--- src/rtl/led_metronome_gen_if.sv ---
//------------------------------------------------------------------------------
// Module   : led_metronome_gen_if
// Purpose  : Control/status bundle for the LED metronome. The controller side
//            (master) sets run, mode and tempo. The generator side (slave)
//            returns the LED pattern, position, direction and beat status.
// Revision : 1.0 - initial release
//------------------------------------------------------------------------------
`default_nettype none

interface led_metronome_gen_if #(
  parameter int WIDTH = 16,
  parameter int DIV_W = 8,
  parameter int CNT_W = 8
);
  localparam int POS_W = $clog2(WIDTH);

  logic             start;
  logic [1:0]       mode;
  logic [DIV_W-1:0] tempo;
  logic [WIDTH-1:0] LED;
  logic [POS_W-1:0] pos;
  logic             dir;
  logic             beat;
  logic [CNT_W-1:0] beat_cnt;

  modport master (
    output start, mode, tempo,
    input  LED, pos, dir, beat, beat_cnt
  );

  modport slave (
    input  start, mode, tempo,
    output LED, pos, dir, beat, beat_cnt
  );
endinterface

`default_nettype wire

--- src/rtl/led_metronome_gen.sv ---
//------------------------------------------------------------------------------
// Module   : led_metronome_gen
// Purpose  : LED sweep "metronome" for the board LED bar. It moves a lit
//            position across WIDTH LEDs at a programmable tempo. Modes are
//            bounce, rotate-left, rotate-right and bar-fill bounce. It pulses
//            beat on each turnaround or wrap and counts the beats.
// Options  : `define LED_TRAIL_EN also lights the previous position in
//            modes 0-2, which gives a 2-LED trail.
// Revision : 1.0 - initial release
//------------------------------------------------------------------------------
`default_nettype none

module led_metronome_gen #(
  parameter int WIDTH     = 16,
  parameter int START_POS = 8,
  parameter int DIV_W     = 8,
  parameter int CNT_W     = 8
) (
  input  logic                LEDclk,
  input  logic                reset,
  led_metronome_gen_if.slave  bus
);

  localparam int POS_W = $clog2(WIDTH);

  localparam logic [POS_W-1:0] POS_START = POS_W'(START_POS);
  localparam logic [POS_W-1:0] POS_MAX   = POS_W'(WIDTH - 1);

  localparam logic [0:0] ST_IDLE = 1'b0;
  localparam logic [0:0] ST_RUN  = 1'b1;

  localparam logic [1:0] MODE_BOUNCE = 2'd0;
  localparam logic [1:0] MODE_ROTL   = 2'd1;
  localparam logic [1:0] MODE_ROTR   = 2'd2;
  localparam logic [1:0] MODE_FILL   = 2'd3;

  logic [0:0]       state_q, state_d;
  logic [1:0]       mode_q,  mode_d;
  logic [DIV_W-1:0] div_q,   div_d;
  logic [POS_W-1:0] pos_q,   pos_d;
  logic             dir_q,   dir_d;
  logic             beat_q,  beat_d;
  logic [CNT_W-1:0] cnt_q,   cnt_d;
  logic [WIDTH-1:0] led_q,   led_d;

`ifdef LED_TRAIL_EN
  // The previous position and a flag that says whether a step has happened yet.
  logic [POS_W-1:0] prev_q,  prev_d;
  logic             trail_q, trail_d;
`endif

  // Next-state logic: idle values are the defaults, and RUN overrides them.
  always_comb begin
    state_d = ST_IDLE;
    mode_d  = mode_q;
    div_d   = '0;
    pos_d   = POS_START;
    dir_d   = 1'b1;
    beat_d  = 1'b0;
    cnt_d   = '0;
`ifdef LED_TRAIL_EN
    prev_d  = POS_START;
    trail_d = 1'b0;
`endif
    case (state_q)
      ST_IDLE: begin
        if (bus.start) begin
          state_d = ST_RUN;
          mode_d  = bus.mode;
        end
      end
      default: begin
        // Dropping start sends the block back to the idle defaults. Any step
        // that would have happened in the same cycle is discarded.
        if (bus.start) begin
          state_d = ST_RUN;
          pos_d   = pos_q;
          dir_d   = dir_q;
          cnt_d   = cnt_q;
`ifdef LED_TRAIL_EN
          prev_d  = prev_q;
          trail_d = trail_q;
`endif
          // The compare uses the live tempo. If the count has already passed
          // the tempo, it wraps around before the next step.
          if (div_q == bus.tempo) begin
            div_d = '0;
`ifdef LED_TRAIL_EN
            prev_d  = pos_q;
            trail_d = 1'b1;
`endif
            case (mode_q)
              MODE_ROTL: begin
                dir_d = 1'b1;
                if (pos_q == POS_MAX) begin
                  pos_d  = '0;
                  beat_d = 1'b1;
                end else begin
                  pos_d = pos_q + POS_W'(1);
                end
              end
              MODE_ROTR: begin
                dir_d = 1'b0;
                if (pos_q == '0) begin
                  pos_d  = POS_MAX;
                  beat_d = 1'b1;
                end else begin
                  pos_d = pos_q - POS_W'(1);
                end
              end
              default: begin
                // Bounce and bar-fill: stay at the end for one step while the
                // direction reverses.
                if (dir_q && (pos_q == POS_MAX)) begin
                  dir_d  = 1'b0;
                  beat_d = 1'b1;
                end else if (!dir_q && (pos_q == '0)) begin
                  dir_d  = 1'b1;
                  beat_d = 1'b1;
                end else if (dir_q) begin
                  pos_d = pos_q + POS_W'(1);
                end else begin
                  pos_d = pos_q - POS_W'(1);
                end
              end
            endcase
            cnt_d = cnt_q + CNT_W'(beat_d);
          end else begin
            div_d = div_q + DIV_W'(1);
          end
        end
      end
    endcase
  end

  // LED pattern for the next cycle: a thermometer in bar-fill, otherwise a single LED.
  always_comb begin
    led_d = '0;
    if ((state_d == ST_RUN) && (mode_d == MODE_FILL)) begin
      for (int i = 0; i < WIDTH; i++) begin
        led_d[i] = (i <= int'(pos_d));
      end
    end else begin
      led_d[pos_d] = 1'b1;
`ifdef LED_TRAIL_EN
      if (trail_d) begin
        led_d[prev_d] = 1'b1;
      end
`endif
    end
  end

  // State and output registers, with synchronous reset to the idle values.
  always_ff @(posedge LEDclk) begin
    if (reset) begin
      state_q <= ST_IDLE;
      mode_q  <= MODE_BOUNCE;
      div_q   <= '0;
      pos_q   <= POS_START;
      dir_q   <= 1'b1;
      beat_q  <= 1'b0;
      cnt_q   <= '0;
      led_q   <= WIDTH'(1) << START_POS;
    end else begin
      state_q <= state_d;
      mode_q  <= mode_d;
      div_q   <= div_d;
      pos_q   <= pos_d;
      dir_q   <= dir_d;
      beat_q  <= beat_d;
      cnt_q   <= cnt_d;
      led_q   <= led_d;
    end
  end

`ifdef LED_TRAIL_EN
  // Trail registers. They are cleared with the rest of the idle state.
  always_ff @(posedge LEDclk) begin
    if (reset) begin
      prev_q  <= POS_START;
      trail_q <= 1'b0;
    end else begin
      prev_q  <= prev_d;
      trail_q <= trail_d;
    end
  end
`endif

  assign bus.LED      = led_q;
  assign bus.pos      = pos_q;
  assign bus.dir      = dir_q;
  assign bus.beat     = beat_q;
  assign bus.beat_cnt = cnt_q;

endmodule

`default_nettype wire

--- src/flat_wrapper.sv ---
// flat-port wrapper written by rule: the top's interface ports become plain ports
module led_metronome_gen_flat 
#(
  parameter int WIDTH     = 16,
  parameter int START_POS = 8,
  parameter int DIV_W     = 8,
  parameter int CNT_W     = 8
)
  (LEDclk, reset, bus_start, bus_mode, bus_tempo, bus_LED, bus_pos, bus_dir, bus_beat, bus_beat_cnt);
  led_metronome_gen_if #(.WIDTH(WIDTH), .DIV_W(DIV_W), .CNT_W(CNT_W)) bus_i ();
  input  logic LEDclk;
  input  logic reset;
  input wire logic [$bits(bus_i.start)-1:0] bus_start;
  input wire logic [$bits(bus_i.mode)-1:0] bus_mode;
  input wire logic [$bits(bus_i.tempo)-1:0] bus_tempo;
  output wire logic [$bits(bus_i.LED)-1:0] bus_LED;
  output wire logic [$bits(bus_i.pos)-1:0] bus_pos;
  output wire logic [$bits(bus_i.dir)-1:0] bus_dir;
  output wire logic [$bits(bus_i.beat)-1:0] bus_beat;
  output wire logic [$bits(bus_i.beat_cnt)-1:0] bus_beat_cnt;
  assign bus_i.start = bus_start;
  assign bus_i.mode = bus_mode;
  assign bus_i.tempo = bus_tempo;
  assign bus_LED = bus_i.LED;
  assign bus_pos = bus_i.pos;
  assign bus_dir = bus_i.dir;
  assign bus_beat = bus_i.beat;
  assign bus_beat_cnt = bus_i.beat_cnt;
  led_metronome_gen #(.WIDTH(WIDTH), .START_POS(START_POS), .DIV_W(DIV_W), .CNT_W(CNT_W)) u_core (.LEDclk(LEDclk), .reset(reset), .bus(bus_i));
endmodule
--- config.mk ---
export PLATFORM = sky130hd
export DESIGN_NAME = led_metronome_gen_flat
export DESIGN_NICKNAME = d
export VERILOG_FILES = /design/src/rtl/led_metronome_gen_if.sv /design/src/rtl/led_metronome_gen.sv /design/src/flat_wrapper.sv
export SDC_FILE = /design/constraint.sdc
export NUM_CORES = 1
export LEC_CHECK = 0
export CORE_MARGIN = 10
export CORE_UTILIZATION = 56
export CTS_CLUSTER_DIAMETER = 100
export DETAILED_ROUTE_END_ITERATION = 8
export PLACE_DENSITY = 0.86
export SYNTH_ARGS = -nofsm -noshare
export SYNTH_HDL_FRONTEND = slang
export SYNTH_SLANG_ARGS = --single-unit
--- constraint.sdc ---
create_clock -name LEDclk -period 5.9 [get_ports LEDclk]
set_input_delay 1.18 -clock LEDclk [delete_from_list [all_inputs] [get_ports LEDclk]]
set_output_delay 1.18 -clock LEDclk [all_outputs]
set_load 0.005 [all_outputs]
## Yosys cells after proc, flatten, opt, wreduce, memory -nomap -nowiden

Index checks and enable logic that the tools add are counted.

| storage, ports and cells | value |
|---|---|
| flip-flop bits (word level) | 41 |
| output and inout port bits | 30 |

| operators by class | value |
|---|---|
| add/subtract/negate cells | 4 |
| $lt $le $gt $ge | 17 |
| eq/ne operators | 5 |
| multiplexer cells | 26 |
| bitwise operators | 3 |
| reductions and logical operators | 11 |

Operators by type and width:

| operator | number |
|---|---|
| <= comparator 4 bit, first input constant | 8 |
| 2-to-1 mux 4 bit | 8 |
| <= comparator 3 x 4 -> 1 bit, first input constant | 4 |
| 2-to-1 mux 16 bit | 1 |
| 2-to-1 mux 1 bit | 11 |
| adder 8 x 1 -> 8 bit | 1 |
| adder 8 x 1 -> 8 bit, second input constant | 1 |
| == test 8 bit | 1 |
| <= comparator 2 x 4 -> 1 bit, first input constant | 2 |
| one-hot mux 4 bit (2 select lines) | 1 |
| OR reduction 4 bit | 2 |
| less-than comparator 4 x 5 -> 1 bit, second input constant | 1 |
| adder 4 x 1 -> 4 bit, second input constant | 1 |
| demux 1 bit (select 4 bit) | 1 |
| == test 2 bit, second input constant | 2 |
| == test 4 bit, second input constant | 1 |
| >= comparator 4 x 1 -> 1 bit, second input constant | 1 |
| <= comparator 1 x 4 -> 1 bit, first input constant | 1 |
| logical AND 1 bit | 4 |
| logical NOT 4 bit | 1 |
| 2-to-1 mux 2 bit | 2 |
| one-hot mux 1 bit (2 select lines) | 2 |
| nonzero test 4 bit | 1 |
| subtractor 4 x 1 -> 4 bit, second input constant | 1 |
| other kinds (5) | 7 |

## Longest topological paths before layout

| logic depth | value |
|---|---|
| depth after elaboration | 13 |
| mapped depth | 12 |
| mapped depth without buffers | 11 |

## Worst setup path after synthesis

No wires, ideal clock.

| timing | value |
|---|---|
| path kind | input to register |
| start point | input port bus_tempo[3] |
| end point | register u_core.led_q[1], in the netlist u_core.bus.LED[1] |
| arrival | 2767 ps |
| data required time | 5783 ps |
| setup slack | 3016 ps |
| stages on the path | 8 |
| cell sequence | xnor2_1 -> nand4_1 -> nor2_1 -> clkbuf_1 -> nand2_1 -> o32ai_1 -> nand3_1 -> a32o_1 |

| between the ends | value |
|---|---|
| longest elaborated chain between the ends | 9 |

Ends and longest elaborated chain:

| element | line | RTL |
|---|---|---|
| from (decl) | flat_wrapper.sv:15 | `input wire logic [$bits(bus_i.tempo)-1:0] bus_tempo;` |
| == test 8 bit * | led_metronome_gen.sv:86 | `if (div_q == bus.tempo) begin` |
| 2-to-1 mux 4 bit * | led_metronome_gen.sv:86 |  |
| 2-to-1 mux 4 bit * | led_metronome_gen.sv:75 | `if (bus.start) begin` |
| 2-to-1 mux 4 bit * | led_metronome_gen.sv:65 | `case (state_q)` |
| less-than comparator 4 x 5 -> 1 bit (implied by the code) or >= comparator 4 x 1 -> 1 bit (tied branches) | led_metronome_gen.sv:144 | `led_d[pos_d] = 1'b1;` |
| logical AND 1 bit (implied by the code) | led_metronome_gen.sv:144 |  |
| 2-to-1 mux 1 bit (implied by the code) | led_metronome_gen.sv:144 |  |
| demux 1 bit (select 4 bit) | - |  |
| 2-to-1 mux 16 bit * | led_metronome_gen.sv:139 | `if ((state_d == ST_RUN) && (mode_d == MODE_FILL)) begin` |
| to (signal assigned) | led_metronome_gen.sv:163 | `led_q <= WIDTH'(1) << START_POS;` |
| to (signal assigned) | led_metronome_gen.sv:172 | `led_q <= led_d;` |
| to (decl) | led_metronome_gen.sv:44 | `logic [WIDTH-1:0] led_q, led_d;` |

Mark *: on every way between the ends. The rest lies on a longest branch, timed or not.
A chain may end at the register's enable or synchronous reset.

## Worst setup path after layout

| timing | value |
|---|---|
| start point | input port bus_tempo[2] |
| end point | register u_core.led_q[1], in the netlist u_core.bus.LED[1] |

Same word-level chain as after synthesis.

==> impl_metrics.py <==
metrics = {
    "status": {
        "status": "finished, final reports clean",
    },
    "finish": {
        "drive_gt1_share_pct": 7.33,
        "n_antenna_cell": 0,
        "fillers": 324,
        "syn_to_final_growth_pct": 23.2,
        "layout_commonest_cell": "clkdlybuf4s50_1",
        "fin_nets": 320,
        "final_cell_mix": "clkdlybuf4s50_1, dfxtp_1, nor2_1",
        "multi_input_comb_area_um2": 1350,
        "register_area_um2": 821,
    },
    "place": {
        "place_congestion": 0.879,
        "port_buffers": 42,
        "hpwl_um": 4060,
        "pre_cts_ws_ns": 2.12,
    },
    "pwr": {
        "powerDensity_nw_per_um2": 199,
        "p_leak_nw": 1.03,
        "combPwrFrac_pct": 8.3,
        "intPower_mw": 0.427,
        "clkPwrFrac_pct": 41.2,
        "p_sw_mw": 0.129,
        "power_frac_seq_pct": 50.5,
        "swShare_pct": 23.1,
        "vdd_ir_drop_max_mv": 0.173,
    },
    "floorplanning": {
        "initial_core_util_pct": 57.1,
        "row_count": 23,
        "die_w_um": 83.6,
        "core_um2": 3970,
        "dieHeight_um": 83.6,
        "fp.dieArea_um2": 6990,
        "io_pins": 43,
    },
    "yosys": {
        "synth-seq-cells": 41,
        "synth_edf_count": 0,
        "syn-instance-count": 265,
        "syn_area_um2": 2270,
        "ys.flop_type": "dfxtp_1",
        "syn_nets": 286,
        "synth_cell_types": 55,
        "ys_warn_count": 0,
        "yosysSeqAreaShare_pct": 36.2,
        "ys_async_sr_fraction_pct": 0,
        "synth_area_per_cell_um2": 8.56,
    },
    "clock_network": {
        "cts_tree": "built",
        "clk_path_buf_depth": 2,
        "clock_sinks": 41,
        "numCtsBuffers": 5,
        "h-tree-depth": 2,
        "clk_latency_ns": 0.30,
        "hold_buffers": 0,
        "post_cts_buffers": 0,
        "cts_resized": 0,
        "clock-root-buffer": "clkbuf_8",
        "clk_transition_reported_paths_ns": 0.09,
    },
    "timing": {
        "setup_ws_ns": 2.38,
        "slew_headroom_pct": 47.9,
        "post-route-min-period_ns": 3.52,
        "rsz0062_at_grt": "no",
        "report.final.slew_viol_count": 0,
        "skew_ns": 0.00949,
        "timing.final.hold_violations": 0,
        "max_freq_mhz": 284,
        "whs_ns": 0.497,
        "tightest_slew_ns": 0.780,
        "setup_violations": 0,
        "finalCritPeriodShare_pct": 59.6,
        "fin_setup_tns_ns": 0,
    },
    "worst_setup_path": {
        "r2r_start": "u_core.bus.pos[1]$_SDFF_PP0_",
        "worstPathRequired_ns": 6.14,
        "worstPathMaxFanout": 13,
        "cpPeakStageDelay_ns": 0.76,
        "crit_family": "simple AND/OR/NAND/NOR gates",
        "cp-start-kind": "input port",
        "path_cells": "clkdlybuf4s50_1 > xnor2_1 > nand4_1 > or2_1 > a211oi_2 > nor2b_1 > a32o_1",
        "end_kind": "flip-flop",
        "reg2reg_to": "u_core.bus.LED[13]$_SDFF_PP0_",
        "worst_ep_arrival_time_ns": 3.76,
        "crit_type": "input port to flip-flop",
        "crit_buf_inv": 1,
        "crit_slowest_cell": "a211oi_2",
        "regToRegSetupSlack_ns": 2.79,
        "r2r_cells": 9,
    },
    "hold_path": {
        "hold_depth": 2,
        "worst_hold_path_type": "flip-flop to flip-flop",
        "holdCritStartpoint": "u_core.bus.beat_cnt[0]$_SDFFE_PP0N_",
        "min_to": "u_core.bus.beat_cnt[0]$_SDFFE_PP0N_",
    },
    "routing": {
        "drt-pass1-iter-count": 4,
        "drt-total-wl_um": 5490,
        "drc": 0,
        "num_vias": 2027,
        "ant_nets": 0,
        "wl_per_cell_um": 15.7,
        "avgViaCountPerCell": 5.79,
        "drt_iter0_markers": 174,
    },
    "grt": {
        "grtUsageTotal_pct": 15.6,
        "grt_pass1_vias": 1941,
        "grt_pass1_wl_um": 9320,
        "antenna_found_initial": 0,
        "grt_max_degree": 20,
        "grt-ovfl-total": 0,
    },
    "run": {
        "maxCapViolCount": 0,
    },
}
-- per-layer routing --
layer / share of wire (%) / global-route usage (%)
met1: 44 / 18.6
met2: 49 / 25.0
met3: 6.5 / 5.47
met4: 1.2 / 5.78
met5: 0 / 0
-- worst min-delay path, stage by stage, from the launching register on --
cell     delay, ns
dfxtp_1       0.33
nand2_1       0.06
a21oi_1       0.06
-- cell families (layout without fill, tap and decap cells) --
group | Yosys count | in the layout | synth area share (%)
compound gates | 54 | 54 | 19.5
buf+inv | 23 | 58 | 4.36
fa+ha+maj | 8 | 8 | 4.42
flops | 41 | 41 | 36.2
xor+xnor | 22 | 22 | 8.50
simple gates | 114 | 114 | 25.7
mux | 3 | 3 | 1.32
-- cell type report --
| type | count | area share, % |
|---|---|---|
| clock inverter | 3 | 1.57 |
| timing repair buffer | 42 | 15.0 |
| multi-input combinational | 201 | 48.2 |
| sequential | 41 | 29.4 |
| clock buffer | 5 | 2.46 |
| inverter | 8 | 1.07 |
| tap | 50 | 2.24 |
-- synthesized netlist by cell type (all sizes together) (2+ instances only) --
| cell | count | area [um^2] |
|---|---|---|
| a211oi | 3 | 27.5 |
| nand4 | 5 | 31.3 |
| nor3 | 10 | 60.1 |
| nand3 | 13 | 65.1 |
| nand2 | 20 | 75.1 |
| mux2i | 3 | 30.0 |
| nand3b | 3 | 22.5 |
| a31oi | 6 | 52.6 |
| o311a | 2 | 20.0 |
| o31ai | 2 | 20.0 |
| a21oi | 13 | 65.1 |
| or2 | 2 | 12.5 |
| o221ai | 4 | 35.0 |
| o32ai | 2 | 17.5 |
| nor2 | 34 | 133 |
| a2bb2oi | 3 | 32.5 |
| buf | 5 | 31.3 |
| and2 | 4 | 25.0 |
| dfxtp | 41 | 821 |
| o21ai | 5 | 25.0 |
| and3 | 8 | 50.1 |
| or3b | 2 | 17.5 |
| ha | 8 | 100 |
| nor2b | 5 | 31.3 |
| nand2b | 5 | 31.3 |
| xnor2 | 10 | 87.6 |
| inv | 8 | 30.0 |
| xor2 | 12 | 105 |
| clkbuf | 10 | 37.5 |
| o211a | 2 | 20.0 |
-- sequential cells by signal (all words and copies together), names as in the netlist --
register,flops
u_core.bus.pos,4
u_core.bus.beat_cnt,8
u_core.mode_q,2
u_core.div_q,8
u_core.state_q,1
u_core.bus.dir,1
u_core.bus.LED,16
u_core.bus.beat,1
-- power groups by stage --
stage | combinational (mW) | sequential [mW] | clock (mW)
floorplan | 0.0280 | 0.287 | 0
global placement | 0.0449 | 0.287 | 0
detailed placement | 0.0455 | 0.287 | 0
CTS | 0.0458 | 0.281 | 0.232
global route | 0.0505 | 0.281 | 0.246
finish | 0.0460 | 0.281 | 0.229
-- metrics by stage --
| stage | instances | util (%) | instance area, um^2 | power, mW |
|---|---|---|---|---|
| floorplan | 265 | - | 2270 | 0.315 |
| global placement | 342 | 67.5 | 2680 | 0.332 |
| detailed placement | 342 | 67.5 | 2680 | 0.333 |
| CTS | 350 | 70.4 | 2790 | 0.559 |
| global route | 350 | 70.4 | 2790 | 0.577 |
| finish | 350 | 70.4 | 2790 | 0.556 |
-- worst max-delay path by stage --
stage / slack [ns] / depth (start not counted) / startpoint / end
global placement: 2.15 / 7 / bus_tempo[3] / u_core.bus.LED[5]$_SDFF_PP0_
global route: 2.15 / 7 / bus_tempo[2] / u_core.bus.LED[13]$_SDFF_PP0_
detailed placement: 2.12 / 7 / bus_tempo[2] / u_core.bus.LED[13]$_SDFF_PP0_
CTS: 2.38 / 7 / bus_tempo[2] / u_core.bus.LED[1]$_SDFF_PP0_
floorplan: 3.02 / 8 / bus_tempo[3] / u_core.bus.LED[1]$_SDFF_PP0_
finish: 2.38 / 7 / bus_tempo[2] / u_core.bus.LED[1]$_SDFF_PP0_
No activity file was read; power rests on OpenSTA's default activity.
